==> src/rtl/mult_share_pkg.sv <==
// Shared types and widths for the time-shared 4x4 multiplier controller.
package mult_share_pkg;

  localparam int OP_W   = 4;
  localparam int PROD_W = 8;

  // Controller phases: waiting for a request, letting the multiplier settle,
  // holding the response until the consumer takes it.
  typedef enum logic [1:0] {
    IDLE = 2'd0,
    MUL  = 2'd1,
    RSP  = 2'd2
  } state_e;

endpackage

==> src/rtl/array_multiplier_4bit.sv <==
// Combinational 4x4 unsigned array multiplier (sum of shifted partial products).
module array_multiplier_4bit
  import mult_share_pkg::*;
(
  input  logic [OP_W-1:0]   a,
  input  logic [OP_W-1:0]   b,
  output logic [PROD_W-1:0] p
);

  logic [PROD_W-1:0] acc;

  // Accumulate one AND-row per bit of b, shifted to its weight.
  always_comb begin
    acc = '0;
    for (int i = 0; i < OP_W; i++) begin
      acc = acc + ({{(PROD_W - OP_W){1'b0}}, (a & {OP_W{b[i]}})} << i);
    end
  end

  assign p = acc;

endmodule

==> src/rtl/mult_share_ctrl_rr_arbiter.sv <==
// Combinational round-robin arbiter: picks the first set request at or above
// ptr, wrapping past the top index. Output is one-hot or all zero.
module rr_arbiter #(
  parameter  int N  = 4,
  localparam int PW = $clog2(N)
) (
  input  logic [N-1:0]  req,
  input  logic [PW-1:0] ptr,
  output logic [N-1:0]  grant
);

  logic [2*N-1:0] req_dbl;
  logic [2*N-1:0] gnt_dbl;
  logic [N-1:0]   req_rot;
  logic [N-1:0]   gnt_rot;

  // Rotate so ptr sits at bit 0, isolate the lowest set bit, rotate back.
  always_comb begin
    req_dbl = {req, req} >> ptr;
    req_rot = req_dbl[N-1:0];
    gnt_rot = req_rot & (~req_rot + 1'b1);
    gnt_dbl = {{N{1'b0}}, gnt_rot} << ptr;
    grant   = gnt_dbl[N-1:0] | gnt_dbl[2*N-1:N];
  end

endmodule

==> src/rtl/mult_share_ctrl.sv <==
// Time-shares one array_multiplier_4bit between NUM_REQ requesters.
//
// Handshakes: a transfer happens on a rising edge where valid and ready are
// both high. Request side: req_ready is a combinational one-hot grant, only
// offered in IDLE, and the selected operands are captured on that edge.
// Response side: rsp_valid/rsp_id/rsp_p are registered and stay stable until
// the edge where rsp_ready is also high; rsp_p is only meaningful while
// rsp_valid is high.
//
// Operands are registered in front of the combinational multiplier and the
// product is registered behind it, so the multiplier gets MUL_CYCLES cycles to
// settle (a multicycle path between op_*_q and rsp_p_q).
module mult_share_ctrl
  import mult_share_pkg::*;
#(
  parameter  int NUM_REQ    = 4,
  parameter  int MUL_CYCLES = 1,
  parameter  int CNT_W      = 16,
  localparam int ID_W       = $clog2(NUM_REQ)
) (
  input  logic                      clk,
  input  logic                      rst_n,
  input  logic [NUM_REQ-1:0]        req_valid,
  input  logic [OP_W*NUM_REQ-1:0]   req_a,
  input  logic [OP_W*NUM_REQ-1:0]   req_b,
  output logic [NUM_REQ-1:0]        req_ready,
  output logic                      rsp_valid,
  output logic [ID_W-1:0]           rsp_id,
  output logic [PROD_W-1:0]         rsp_p,
  input  logic                      rsp_ready,
  output logic                      busy,
  output logic [CNT_W-1:0]          ops_count
);

  // Settle counter wide enough to hold MUL_CYCLES-1.
  localparam int            SW          = (MUL_CYCLES > 1) ? $clog2(MUL_CYCLES) : 1;
  localparam logic [SW-1:0] SETTLE_LOAD = SW'(MUL_CYCLES - 1);

  state_e              state_q,     state_d;
  logic [ID_W-1:0]     rr_ptr_q,    rr_ptr_d;
  logic [SW-1:0]       settle_q,    settle_d;
  logic [OP_W-1:0]     op_a_q,      op_a_d;
  logic [OP_W-1:0]     op_b_q,      op_b_d;
  logic [ID_W-1:0]     op_id_q,     op_id_d;
  logic                rsp_valid_q, rsp_valid_d;
  logic [ID_W-1:0]     rsp_id_q,    rsp_id_d;
  logic [PROD_W-1:0]   rsp_p_q,     rsp_p_d;
  logic                busy_q,      busy_d;
  logic [CNT_W-1:0]    ops_count_q, ops_count_d;

  logic [NUM_REQ-1:0]  grant;
  logic                accept;
  logic [ID_W-1:0]     sel_id;
  logic [ID_W-1:0]     sel_next;
  logic [OP_W-1:0]     sel_a;
  logic [OP_W-1:0]     sel_b;
  logic [PROD_W-1:0]   mul_p;

  rr_arbiter #(
    .N (NUM_REQ)
  ) u_arb (
    .req   (req_valid),
    .ptr   (rr_ptr_q),
    .grant (grant)
  );

  array_multiplier_4bit u_mul (
    .a (op_a_q),
    .b (op_b_q),
    .p (mul_p)
  );

  // Grants are only offered while idle.
  assign req_ready = (state_q == IDLE) ? grant : '0;
  assign accept    = |(req_valid & req_ready);

  // Decode the one-hot grant into id, next pointer and operand slice.
  always_comb begin
    sel_id   = '0;
    sel_next = '0;
    sel_a    = '0;
    sel_b    = '0;
    for (int i = 0; i < NUM_REQ; i++) begin
      if (req_ready[i]) begin
        sel_id   = ID_W'(i);
        sel_next = ID_W'((i + 1) % NUM_REQ);
        sel_a    = req_a[OP_W*i +: OP_W];
        sel_b    = req_b[OP_W*i +: OP_W];
      end
    end
  end

  // Next-state and registered-output logic for the IDLE/MUL/RSP sequence.
  always_comb begin
    state_d     = state_q;
    rr_ptr_d    = rr_ptr_q;
    settle_d    = settle_q;
    op_a_d      = op_a_q;
    op_b_d      = op_b_q;
    op_id_d     = op_id_q;
    rsp_valid_d = rsp_valid_q;
    rsp_id_d    = rsp_id_q;
    rsp_p_d     = rsp_p_q;
    ops_count_d = ops_count_q;

    case (state_q)
      IDLE: begin
        if (accept) begin
          op_a_d   = sel_a;
          op_b_d   = sel_b;
          op_id_d  = sel_id;
          rr_ptr_d = sel_next;
          settle_d = SETTLE_LOAD;
          state_d  = MUL;
        end
      end
      MUL: begin
        if (settle_q == '0) begin
          rsp_p_d     = mul_p;
          rsp_id_d    = op_id_q;
          rsp_valid_d = 1'b1;
          state_d     = RSP;
        end else begin
          settle_d = settle_q - 1'b1;
        end
      end
      RSP: begin
        if (rsp_valid_q && rsp_ready) begin
          rsp_valid_d = 1'b0;
          if (ops_count_q != '1) begin
            ops_count_d = ops_count_q + 1'b1;
          end
          state_d = IDLE;
        end
      end
      default: begin
        state_d = IDLE;
      end
    endcase

    busy_d = (state_d != IDLE);
  end

  // State and output registers; reset discards any operation in flight.
  always_ff @(posedge clk or negedge rst_n) begin
    if (!rst_n) begin
      state_q     <= IDLE;
      rr_ptr_q    <= '0;
      settle_q    <= '0;
      op_a_q      <= '0;
      op_b_q      <= '0;
      op_id_q     <= '0;
      rsp_valid_q <= 1'b0;
      rsp_id_q    <= '0;
      rsp_p_q     <= '0;
      busy_q      <= 1'b0;
      ops_count_q <= '0;
    end else begin
      state_q     <= state_d;
      rr_ptr_q    <= rr_ptr_d;
      settle_q    <= settle_d;
      op_a_q      <= op_a_d;
      op_b_q      <= op_b_d;
      op_id_q     <= op_id_d;
      rsp_valid_q <= rsp_valid_d;
      rsp_id_q    <= rsp_id_d;
      rsp_p_q     <= rsp_p_d;
      busy_q      <= busy_d;
      ops_count_q <= ops_count_d;
    end
  end

  assign rsp_valid = rsp_valid_q;
  assign rsp_id    = rsp_id_q;
  assign rsp_p     = rsp_p_q;
  assign busy      = busy_q;
  assign ops_count = ops_count_q;

endmodule

==> config.mk <==
export PLATFORM = sky130hd
export DESIGN_NAME = mult_share_ctrl
export DESIGN_NICKNAME = d
export VERILOG_FILES = /design/src/rtl/mult_share_pkg.sv /design/src/rtl/array_multiplier_4bit.sv /design/src/rtl/mult_share_ctrl_rr_arbiter.sv /design/src/rtl/mult_share_ctrl.sv
export SDC_FILE = /design/constraint.sdc
export NUM_CORES = 1
export LEC_CHECK = 0
export BUFFER_PORTS_ARGS = -buffer_cell sky130_fd_sc_hd__buf_4
export CORE_MARGIN = 10
export CORE_UTILIZATION = 47
export DETAILED_ROUTE_END_ITERATION = 10
export HOLD_SLACK_MARGIN = 0.05
export PLACE_DENSITY = 0.82
export REMOVE_ABC_BUFFERS = 1
export SLEW_MARGIN = 30
export SYNTH_ARGS = -nofsm -noshare
export SYNTH_HDL_FRONTEND = slang
export SYNTH_HIERARCHICAL = 1
export SYNTH_SLANG_ARGS = --single-unit
==> constraint.sdc <==
create_clock -name clk -period 2.69 [get_ports clk]
set_input_delay 0.538 -clock clk [delete_from_list [all_inputs] [get_ports clk]]
set_output_delay 0.538 -clock clk [all_outputs]
set_load 0.05 [all_outputs]
==> impl_metrics.json, run 1 <==
{
  "ant_nets": 0,
  "clk_latency_ns": 0.29,
  "grt_pass1_wl_mm": 10.9,
  "synthArstFlopShare_pct": 100,
  "synth_top_family_by_area": "simple AND/OR/NAND/NOR gates",
  "totalWireLength_mm": 6.58,
  "syn-cell-area_mm2": 0.00260,
  "final_cells": 402,
  "slowest_stage": "fa_1",
  "hold_path_class": "in2async",
  "crit_chain": "nand2_1, fa_1, inv_1, ha_2, fa_2, ha_2, fa_2, a21o_1, a21o_1, mux2_4",
  "grt_max_degree": 43,
  "row_count": 27,
  "tightest_slew_ns": 0.534,
  "utilization_pct": 64.0,
  "wl_met1_mm": 2.73,
  "p_leak_nw": 1.81,
  "port_buffers": 70,
  "criticalPathCategory": "reg2reg",
  "core_mm2": 0.00544,
  "yosys.area_share.simple_pct": 21.1,
  "synth_compound_area_share_pct": 15.6,
  "ys_warn_count": 6,
  "synth.most_common_cell": "dfrtp_1",
  "status": "finished, violations left",
  "fin_crit_sh_pct": 106,
  "maxSlewHeadroom_pct": 64.4,
  "startpoint_type": "register",
  "post-synth-top-area-fraction_pct": 40.4,
  "fin_ws_ns": -0.150,
  "ios": 71,
  "hold_ws_ns": 0.220,
  "final_hold_viol_count": 0,
  "synth_edf_count": 0,
  "grt_remaining_overflow": 0,
  "h-tree-depth": 2,
  "path_clk_slew_ns": 0.08,
  "path_max_fanout": 2,
  "synth_ff_type": "dfrtp_1",
  "dr_wl_met2_mm": 3.45,
  "clock-sinks": 42,
  "dp.cells": 390,
  "grt_usage_pct": 15.1,
  "synthMuxAreaShare_pct": 5.20,
  "ys_seq_area_share_pct": 40.4,
  "synth_area_leaders": "dfrtp_1 40%, ha_1 5.3%, mux2_2 5.2%, xor2_1 4.4%, nand2_1 3.3%",
  "synth_xor_area_share_pct": 6.40,
  "finalSetupTns_ns": -0.464,
  "final_nets": 383,
  "dpl.hpwl_mm": 5.15,
  "path_delay_family": "adder cells",
  "irDropWorstVdd_v": 0.000667,
  "fp.dieH_um": 94.4,
  "drtIter0Drc": 109,
  "cts_buffer_depth": 2,
  "dieWidth_um": 94.4,
  "powerDensity_mw_per_mm2": 850,
  "routedWlPerCell_um": 16.4,
  "gp_congestion": 0.846,
  "final_design_area_no_fill_mm2": 0.00348,
  "synth_commonest_cells": "42 x dfrtp_1, 23 x nand2_1, 13 x xor2_1",
  "drive_gt1_share_pct": 41.8,
  "avgSynthCellArea_um2": 10.8,
  "route.detailed.drc": 0,
  "area_delta_synth_final_pct": 33.9,
  "crit_buf_inv": 1,
  "via_per_inst": 5.31,
  "drt_pass1_iterations": 4,
  "antenna_found_initial": 0,
  "synth_cell_types": 51,
  "vias": 2134,
  "cp-end-kind": "register",
  "maxCapViolCount": 0,
  "required_ns": 2.87,
  "diodes": 0,
  "wl_met3_um": 294,
  "synthCells": 241,
  "num-fill-cells": 433,
  "grt_pass1_vias": 2225,
  "cts_buffers": 5,
  "start_util_pct": 47.8,
  "max_freq_mhz": 352,
  "rsz0062_at_grt": "yes",
  "violations": "negative setup slack",
  "setup_viol": 4,
  "worst_ep_arrival_time_ns": 3.02,
  "drv_slew": 0,
  "routed.top_layer": "met4",
  "design.die.area_mm2": 0.00890,
  "yosysTopAreaCell": "dfrtp_1",
  "cts_root_buffer": "clkbuf_8",
  "fin_crit_ns": 2.84,
  "ys_ff_latch": 42,
  "hold_buffers": 0,
  "tritoncts": "done",
  "synth-adder-area-share_pct": 8.38,
  "placed_cell_area_mm2": 0.00328,
  "skew_ns": 0.00529,
  "cpPeakStageDelay_ns": 0.54
}
[logic make-up after synthesis]
logic type | Yosys count
AO/OA/AOI/OAI | 54
XOR/XNOR | 19
multiplexers | 12
flip-flops | 42
buffers and inverters | 16
adder cells (fa/ha/maj) | 15
AND/OR/NAND/NOR | 83
[layout make-up]
class,instances,area (um2),area share [%]
multi-input cells,183,1550,44.4
clock inverters,1,5.00,0.144
repair buffers,88,668,19.2
clock buffers,7,86.3,2.48
flip-flops and latches,42,1050,30.2
inverters,9,33.8,0.971
well taps,72,90.1,2.59
[final timing paths]
path	from	to	slack (ns)	depth (start not counted)
setup / recovery	op_b_q[2]	rsp_p[7]	-0.15	10
hold reg to reg	rsp_p[4]	rsp_p[4]	0.51	1
setup reg to reg	op_b_q[2]	rsp_p[7]	-0.15	10
min in group clk	rsp_p[4]	rsp_p[4]	0.51	1
max in group asynchronous	rst_n	rr_ptr_q[0]	2.09	1
hold / removal	rst_n	ops_count[5]	0.22	1
[state kept, by name, indices dropped and copies added, names as in the netlist, 2 cells and up]
| signal | flops |
|---|---|
| op_a_q | 4 |
| rsp_p | 8 |
| rsp_id | 2 |
| op_b_q | 4 |
| op_id_q | 2 |
| rr_ptr_q | 2 |
| ops_count | 16 |
| state_q | 2 |
[metal layers]
layer  up-vias  track usage, %
li1       1053               -
met1      1032            18.1
met2        39            25.5
met3        10            4.04
met4         0            5.32
met5         -               0
[report_power, final]
part	total [W]	internal [W]	leakage, nW	switching (W)
combinational	0.00157	0.000656	1.21	0.000914
sequential	0.000976	0.000802	0.555	0.000174
clock	0.000412	0.000207	0.0482	0.000205
[placed cells by master, fill, tap and decap left out, types with 3 or more instances in the layout]
master / n
buf_4: 86
dfrtp_1: 42
nand2_1: 20
xor2_1: 12
and2_1: 11
mux2_2: 11
a21o_1: 9
o21ai_0: 9
inv_1: 8
a221oi_1: 8
nor3_1: 7
xnor2_1: 6
nor2_1: 6
ha_1: 6
clkbuf_8: 6
and3_1: 5
o22ai_1: 5
o31ai_1: 5
nor2b_1: 4
nand4_1: 4
nand3_1: 3
nor3_2: 3
o211ai_1: 3
a2bb2oi_1: 3
ha_2: 3
[through the flow]
stage	total power [W]	worst slack [ns]
finish	0.00296	-0.150
global route	0.00316	-0.245
CTS	0.00297	-0.117
detailed placement	0.00250	-0.296
global placement	0.00246	-0.230
floorplan	0.00198	-0.246
[what timing repair did]
item / in CTS / in global routing
setup buffers: 3 / 1
gates resized for setup: 13 / 4
cloned: 0 / 0
endpoints found under the setup margin: 4 / 4
pin swaps: 11 / 2
Power figures use the tool's default switching activity.
==> run 2: changes to the inputs <==
PLACE_DENSITY = 0.79   (was 0.82)
clock period = 2.8 ns   (was 2.69 ns; I/O delays follow)
==> run 2 against run 1 <==
Net effect:
- the run still ends with negative setup slack left
- non-clock buffer count shrank 2
- total power down 4.8%
- via count increased by 1.8%
- fmax fell by 0.93%
- global-route usage fell by 0.14 points
- sequential share of layout area up 0.44 points
- clock skew rose by 0.00075 ns
- design area shrank 1.4%
- critical path depth did not move
- routed wire length decreased by 0.43%
- count of clock-buffer cells in the layout stayed put
- critical endpoint unchanged
==> impl_metrics.json, run 2 (same netlist as run 1, synthesis figures left out) <==
{
  "grtUsageMet2_pct": 25.7,
  "dieWidth_um": 94.4,
  "required_ns": 2.98,
  "status": "finished, violations left",
  "clock-sinks": 42,
  "ant_nets": 0,
  "startpoint_type": "register",
  "tritoncts": "done",
  "largest_register_ff_count": 16,
  "num-fill-cells": 461,
  "fin_crit_ns": 2.87,
  "antenna_found_initial": 0,
  "powerDensity_mw_per_mm2": 821,
  "grt_max_degree": 43,
  "grt_remaining_overflow": 0,
  "final_cell_mix": "83 x buf_4, 42 x dfrtp_1, 21 x nand2_1, 12 x xor2_1",
  "worst_ep_arrival_time_ns": 3.05,
  "gr-usage-met1_pct": 18.1,
  "via_per_inst": 5.45,
  "path_max_fanout": 2,
  "gp_congestion": 0.834,
  "max_freq_mhz": 349,
  "cts_buffer_depth": 2,
  "vias": 2173,
  "grt_usage_pct": 15.0,
  "row_count": 27,
  "cts_buffers": 5,
  "use_met3_pct": 2.93,
  "drv_slew": 0,
  "area_delta_synth_final_pct": 32.0,
  "ios": 71,
  "dpl_worst_slack_ns": -0.162,
  "maxSlewHeadroom_pct": 64.4,
  "design.die.area_mm2": 0.00890,
  "port_buffers": 70,
  "diodes": 0,
  "clk_latency_ns": 0.30,
  "p_leak_nw": 1.81,
  "path_clk_slew_ns": 0.07,
  "fin_ws_ns": -0.0662,
  "cts_root_buffer": "clkbuf_8",
  "dp.cells": 389,
  "setup_viol": 3,
  "rsz0062_at_grt": "yes",
  "maxCapViolCount": 0,
  "criticalPathCategory": "reg2reg",
  "placed_cell_area_mm2": 0.00327,
  "final_common_cell": "buf_4",
  "cp-end-kind": "register",
  "ff2ff_setup_slack_ns": -0.07,
  "finalSetupTns_ns": -0.142,
  "start_util_pct": 47.8,
  "final_design_area_no_fill_mm2": 0.00343,
  "drtIter0Drc": 154,
  "dpl.hpwl_mm": 5.07,
  "skew_ns": 0.00604,
  "grt-busiest-layer": "met2",
  "route.detailed.drc": 0,
  "final_nets": 381,
  "fp.dieH_um": 94.4,
  "grt_pass1_wl_mm": 10.8,
  "routedWlPerCell_um": 16.4,
  "finalPower_w": 0.00282,
  "violations": "negative setup slack",
  "drive_gt1_share_pct": 40.1,
  "tightest_slew_ns": 0.533,
  "core_mm2": 0.00544,
  "totalWireLength_mm": 6.56,
  "h-tree-depth": 2,
  "irDropWorstVdd_v": 0.000725,
  "fin_crit_sh_pct": 102,
  "grt_pass1_vias": 2204,
  "hold_path_class": "in2async",
  "final_hold_viol_count": 0,
  "final_cells": 399,
  "drt_pass1_iterations": 4
}
==> run 2: cell types whose count changed in the layout (fill, tap and decap cells not counted), sizes merged <==
cell    change
buf         -2
clkinv      -1
==> run 2: stage by stage <==
step	hold WS, ns	util, %
2_1_floorplan	0.264	-
3_3_place_gp	0.487	60.1
3_5_place_dp	0.497	60.1
4_1_cts	0.262	62.7
5_1_grt	0.281	63.1
6_report	0.243	63.1
==> run 2: path summary, 6_finish.rpt <==
| path | start | end | cells after the start |
|---|---|---|---|
| worst max-delay path | op_b_q[0] | rsp_p[7] | 10 |
| worst min-delay path | rst_n | rsp_p[4] | 1 |
| worst max register to register | op_b_q[0] | rsp_p[7] | 10 |
| worst min register to register | op_id_q[1] | op_id_q[1] | 1 |
| max in group asynchronous | rst_n | rsp_valid | 1 |
| min in group clk | op_id_q[1] | op_id_q[1] | 1 |
==> run 2: repair_timing <==
| item | in CTS | in global routing |
|---|---|---|
| endpoints found under the setup margin | 3 | 4 |
| gates resized for setup | 12 | 3 |
| hold buffers | 0 | 0 |
| pin swaps | 8 | 10 |
| setup buffers | 2 | 1 |
| hold endpoints to repair | 0 | 0 |
==> run 2: layout make-up <==
type | count | area (um2) | area share [%]
Sequential cell | 42 | 1050 | 30.6
Tap cell | 72 | 90.1 | 2.63
Multi-Input combinational cell | 183 | 1520 | 44.4
Inverter | 9 | 33.8 | 0.985
Timing Repair Buffer | 86 | 657 | 19.2
Clock buffer | 7 | 76.3 | 2.23
==> run 2: worst max-delay path, cell delays in order, from the launching register on <==
cell and delay, ns:
dfrtp_1 0.38, buf_6 0.12, nand2_4 0.04, fa_1 0.58, inv_2 0.08, fa_2 0.46
ha_2 0.20, fa_2 0.34, a21o_1 0.18, a21o_1 0.15, mux2_2 0.25
==> run 2: report_power, final <==
part	switching (W)	total, W	leakage (nW)	internal [W]
clock	0.000197	0.000369	0.0383	0.000172
combinational	0.000878	0.00150	1.21	0.000621
sequential	0.000177	0.000947	0.555	0.000770
total	0.00125	0.00282	1.81	0.00156
==> run 2: per-layer routing <==
layer  vias to the layer above  wire length, um
met5                         -                0
met4                         0              114
met3                        10              264
met2                        52             3520
met1                      1061             2650
li1                       1050                -
==> run 3: changes to the inputs <==
SYNTH_HIERARCHICAL = unset   (was 1)
==> run 3 against run 2 <==
Net effect:
- the run now ends clean
- routed wire length down 5.6%
- highest routed layer unchanged
- die area up 0.37%
- clock power grew 25%
- worst hold slack got worse by 0.0061 ns
- count of clock-buffer cells in the layout unchanged
- register-to-register slack improved by 0.18 ns
- via count grew 2.7%
- critical path type unchanged
==> impl_metrics.json, run 3 <==
{
  "synth_cell_types": 52,
  "route.detailed.drc": 0,
  "drive_gt1_share_pct": 32.3,
  "finalSetupTns_ns": 0,
  "tightest_slew_ns": 0.696,
  "finalPower_w": 0.00369,
  "synth_commonest_cells": "42 x dfrtp_1, 26 x nand2_1, 16 x a31oi_1",
  "dp.cells": 407,
  "grt_remaining_overflow": 0,
  "grt_max_degree": 43,
  "path_max_fanout": 2,
  "syn-cell-area_mm2": 0.00261,
  "antenna_found_initial": 0,
  "hold_buffers": 0,
  "powerDensity_mw_per_mm2": 1100,
  "final_cell_mix": "80 x buf_4, 42 x dfrtp_1, 25 x nand2_1, 16 x a31oi_1, 15 x inv_1",
  "avgSynthCellArea_um2": 9.78,
  "post-synth-top-area-fraction_pct": 40.2,
  "skew_ns": 0.0116,
  "synthArstFlopShare_pct": 100,
  "vias": 2231,
  "synth_area_leaders": "dfrtp_1 40%, ha_1 5.3%, xor2_1 4.0%, a31oi_1 3.8%, fa_1 3.8%",
  "cp-end-kind": "register",
  "grt_pass1_vias": 2238,
  "grt_usage_pct": 14.0,
  "grt_pass1_wl_mm": 10.4,
  "final_nets": 398,
  "gp_congestion": 0.823,
  "maxSlewHeadroom_pct": 53.6,
  "synth_ff_type": "dfrtp_1",
  "clk_latency_ns": 0.29,
  "ios": 71,
  "grtUsageMet2_pct": 23.0,
  "p_leak_nw": 1.67,
  "via_per_inst": 5.36,
  "yosys.area_share.simple_pct": 21.6,
  "critPathLaunch": "op_b_q[0]",
  "routedWlPerCell_um": 14.9,
  "ant_nets": 0,
  "max_freq_mhz": 372,
  "rsz0062_at_grt": "yes",
  "cts_buffers": 5,
  "gr-usage-met1_pct": 16.4,
  "tritoncts": "done",
  "final_common_cell": "buf_4",
  "synthMuxAreaShare_pct": 3.45,
  "yosysTopAreaCell": "dfrtp_1",
  "ys_ff_latch": 42,
  "setup_viol": 0,
  "path_clk_slew_ns": 0.08,
  "cts_buffer_depth": 2,
  "ys_warn_count": 0,
  "cpPeakStageDelay_ns": 0.54,
  "criticalPathCategory": "reg2reg",
  "dieWidth_um": 94.5,
  "maxCapViolCount": 0,
  "core_mm2": 0.00544,
  "drtIter0Drc": 77,
  "design.die.area_mm2": 0.00894,
  "startpoint_type": "register",
  "irDropWorstVdd_v": 0.000637,
  "fin_crit_sh_pct": 96.0,
  "port_buffers": 70,
  "hold_path_class": "in2async",
  "fin_crit_ns": 2.69,
  "required_ns": 3.00,
  "final_cells": 416,
  "ys_seq_area_share_pct": 40.2,
  "row_count": 27,
  "utilization_pct": 61.8,
  "clock-sinks": 42,
  "r2r-start": "op_b_q[0]",
  "final_hold_viol_count": 0,
  "synth_xor_area_share_pct": 4.70,
  "start_util_pct": 48.0,
  "dpl.hpwl_mm": 4.91,
  "slowest_stage": "fa_1",
  "grt-busiest-layer": "met2",
  "synth.most_common_cell": "dfrtp_1",
  "drv_slew": 0,
  "drt_pass1_iterations": 4,
  "cts_root_buffer": "clkbuf_8",
  "synth_compound_area_share_pct": 16.4,
  "synth-adder-area-share_pct": 9.10,
  "diodes": 0,
  "use_met3_pct": 5.79,
  "area_delta_synth_final_pct": 28.7,
  "synth_top_family_by_area": "simple AND/OR/NAND/NOR gates",
  "status": "completed",
  "largest_register_ff_count": 16,
  "synth_edf_count": 0,
  "totalWireLength_mm": 6.19,
  "h-tree-depth": 2,
  "synthCells": 267,
  "crit_chain": "nand2_2, fa_1, inv_1, fa_1, ha_2, inv_1, fa_2, nor2b_1, o21ai_1, nor3b_1, o31ai_1",
  "fp.dieH_um": 94.5,
  "worst_ep_arrival_time_ns": 2.89
}
-- run 3: cell types whose count changed after synthesis, moves of 6 or more --
| cell | before | now |
|---|---|---|
| a21o_1 | 9 | 2 |
| a21oi_1 | 1 | 8 |
| a221oi_1 | 8 | 0 |
| a22oi_1 | 0 | 8 |
| a31oi_1 | 0 | 16 |
| and3_1 | 5 | 11 |
| inv_1 | 9 | 15 |
| nand3_1 | 3 | 13 |
| nor2_1 | 6 | 12 |
-- run 3: worst max-delay path, delay by kind of cell, from the launching register on --
family          cells  cell delay, ns
fa+ha+maj           4            1.53
flops               1            0.36
buf+inv             2            0.10
simple gates        3            0.32
compound gates      2            0.29
-- run 3: power by group --
group	switching, W	internal, W	total, W	leakage (nW)
sequential	0.000192	0.000823	0.00101	0.524
combinational	0.00132	0.000894	0.00221	1.10
clock	0.000194	0.000267	0.000460	0.0524
total	0.00170	0.00198	0.00369	1.67
-- run 3: cell families (layout without fill, tap and decap cells) --
logic type	Yosys count	count (layout)
AND/OR/NAND/NOR	101	101
buffers and inverters	27	104
adder cells (fa/ha/maj)	16	16
multiplexers	8	8
flip-flops	42	42
XOR/XNOR	14	14
AO/OA/AOI/OAI	59	59
-- run 3: through the flow --
| step | cell area [um2] | hold slack, ns | setup slack (ns) |
|---|---|---|---|
| 2_1_floorplan | 2550 | 0.264 | 0.0881 |
| 3_3_place_gp | 3240 | 0.465 | 0.0742 |
| 3_5_place_dp | 3240 | 0.472 | -0.0232 |
| 4_1_cts | 3350 | 0.247 | 0.0181 |
| 5_1_grt | 3360 | 0.275 | -0.126 |
| 6_report | 3360 | 0.237 | 0.111 |
-- run 3: worst paths after layout --
check	end	slack (ns)	cells past startpoint
min in group clk	rsp_id[0]	0.49	2
setup reg to reg	rsp_p[7]	0.11	11
hold / removal	op_id_q[1]	0.24	1
setup / recovery	rsp_p[7]	0.11	11
hold reg to reg	rsp_id[0]	0.49	2
max in group asynchronous	op_b_q[2]	2.21	1
-- run 3: area by class of cell --
| type | count | area (um2) |
|---|---|---|
| timing repair buffer | 80 | 601 |
| clock inverter | 1 | 30.0 |
| clock buffer | 7 | 76.3 |
| inverter | 16 | 60.1 |
| multi-input combinational | 198 | 1450 |
| sequential | 42 | 1050 |
| tap | 72 | 90.1 |
| fill | 462 | 2080 |
-- run 3: what timing repair did --
| action | CTS | global route |
|---|---|---|
| gates cloned | 0 | 0 |
| endpoints found under the setup margin | 1 | 1 |
| setup buffers | 0 | 1 |
| gates resized for setup | 2 | 3 |
| pin swaps | 0 | 5 |
-- run 3: routing by layer --
layer	up-vias	routed length (um)
met5	-	0
met4	0	58
met3	4	567
met2	75	2890
met1	1039	2670
li1	1113	-
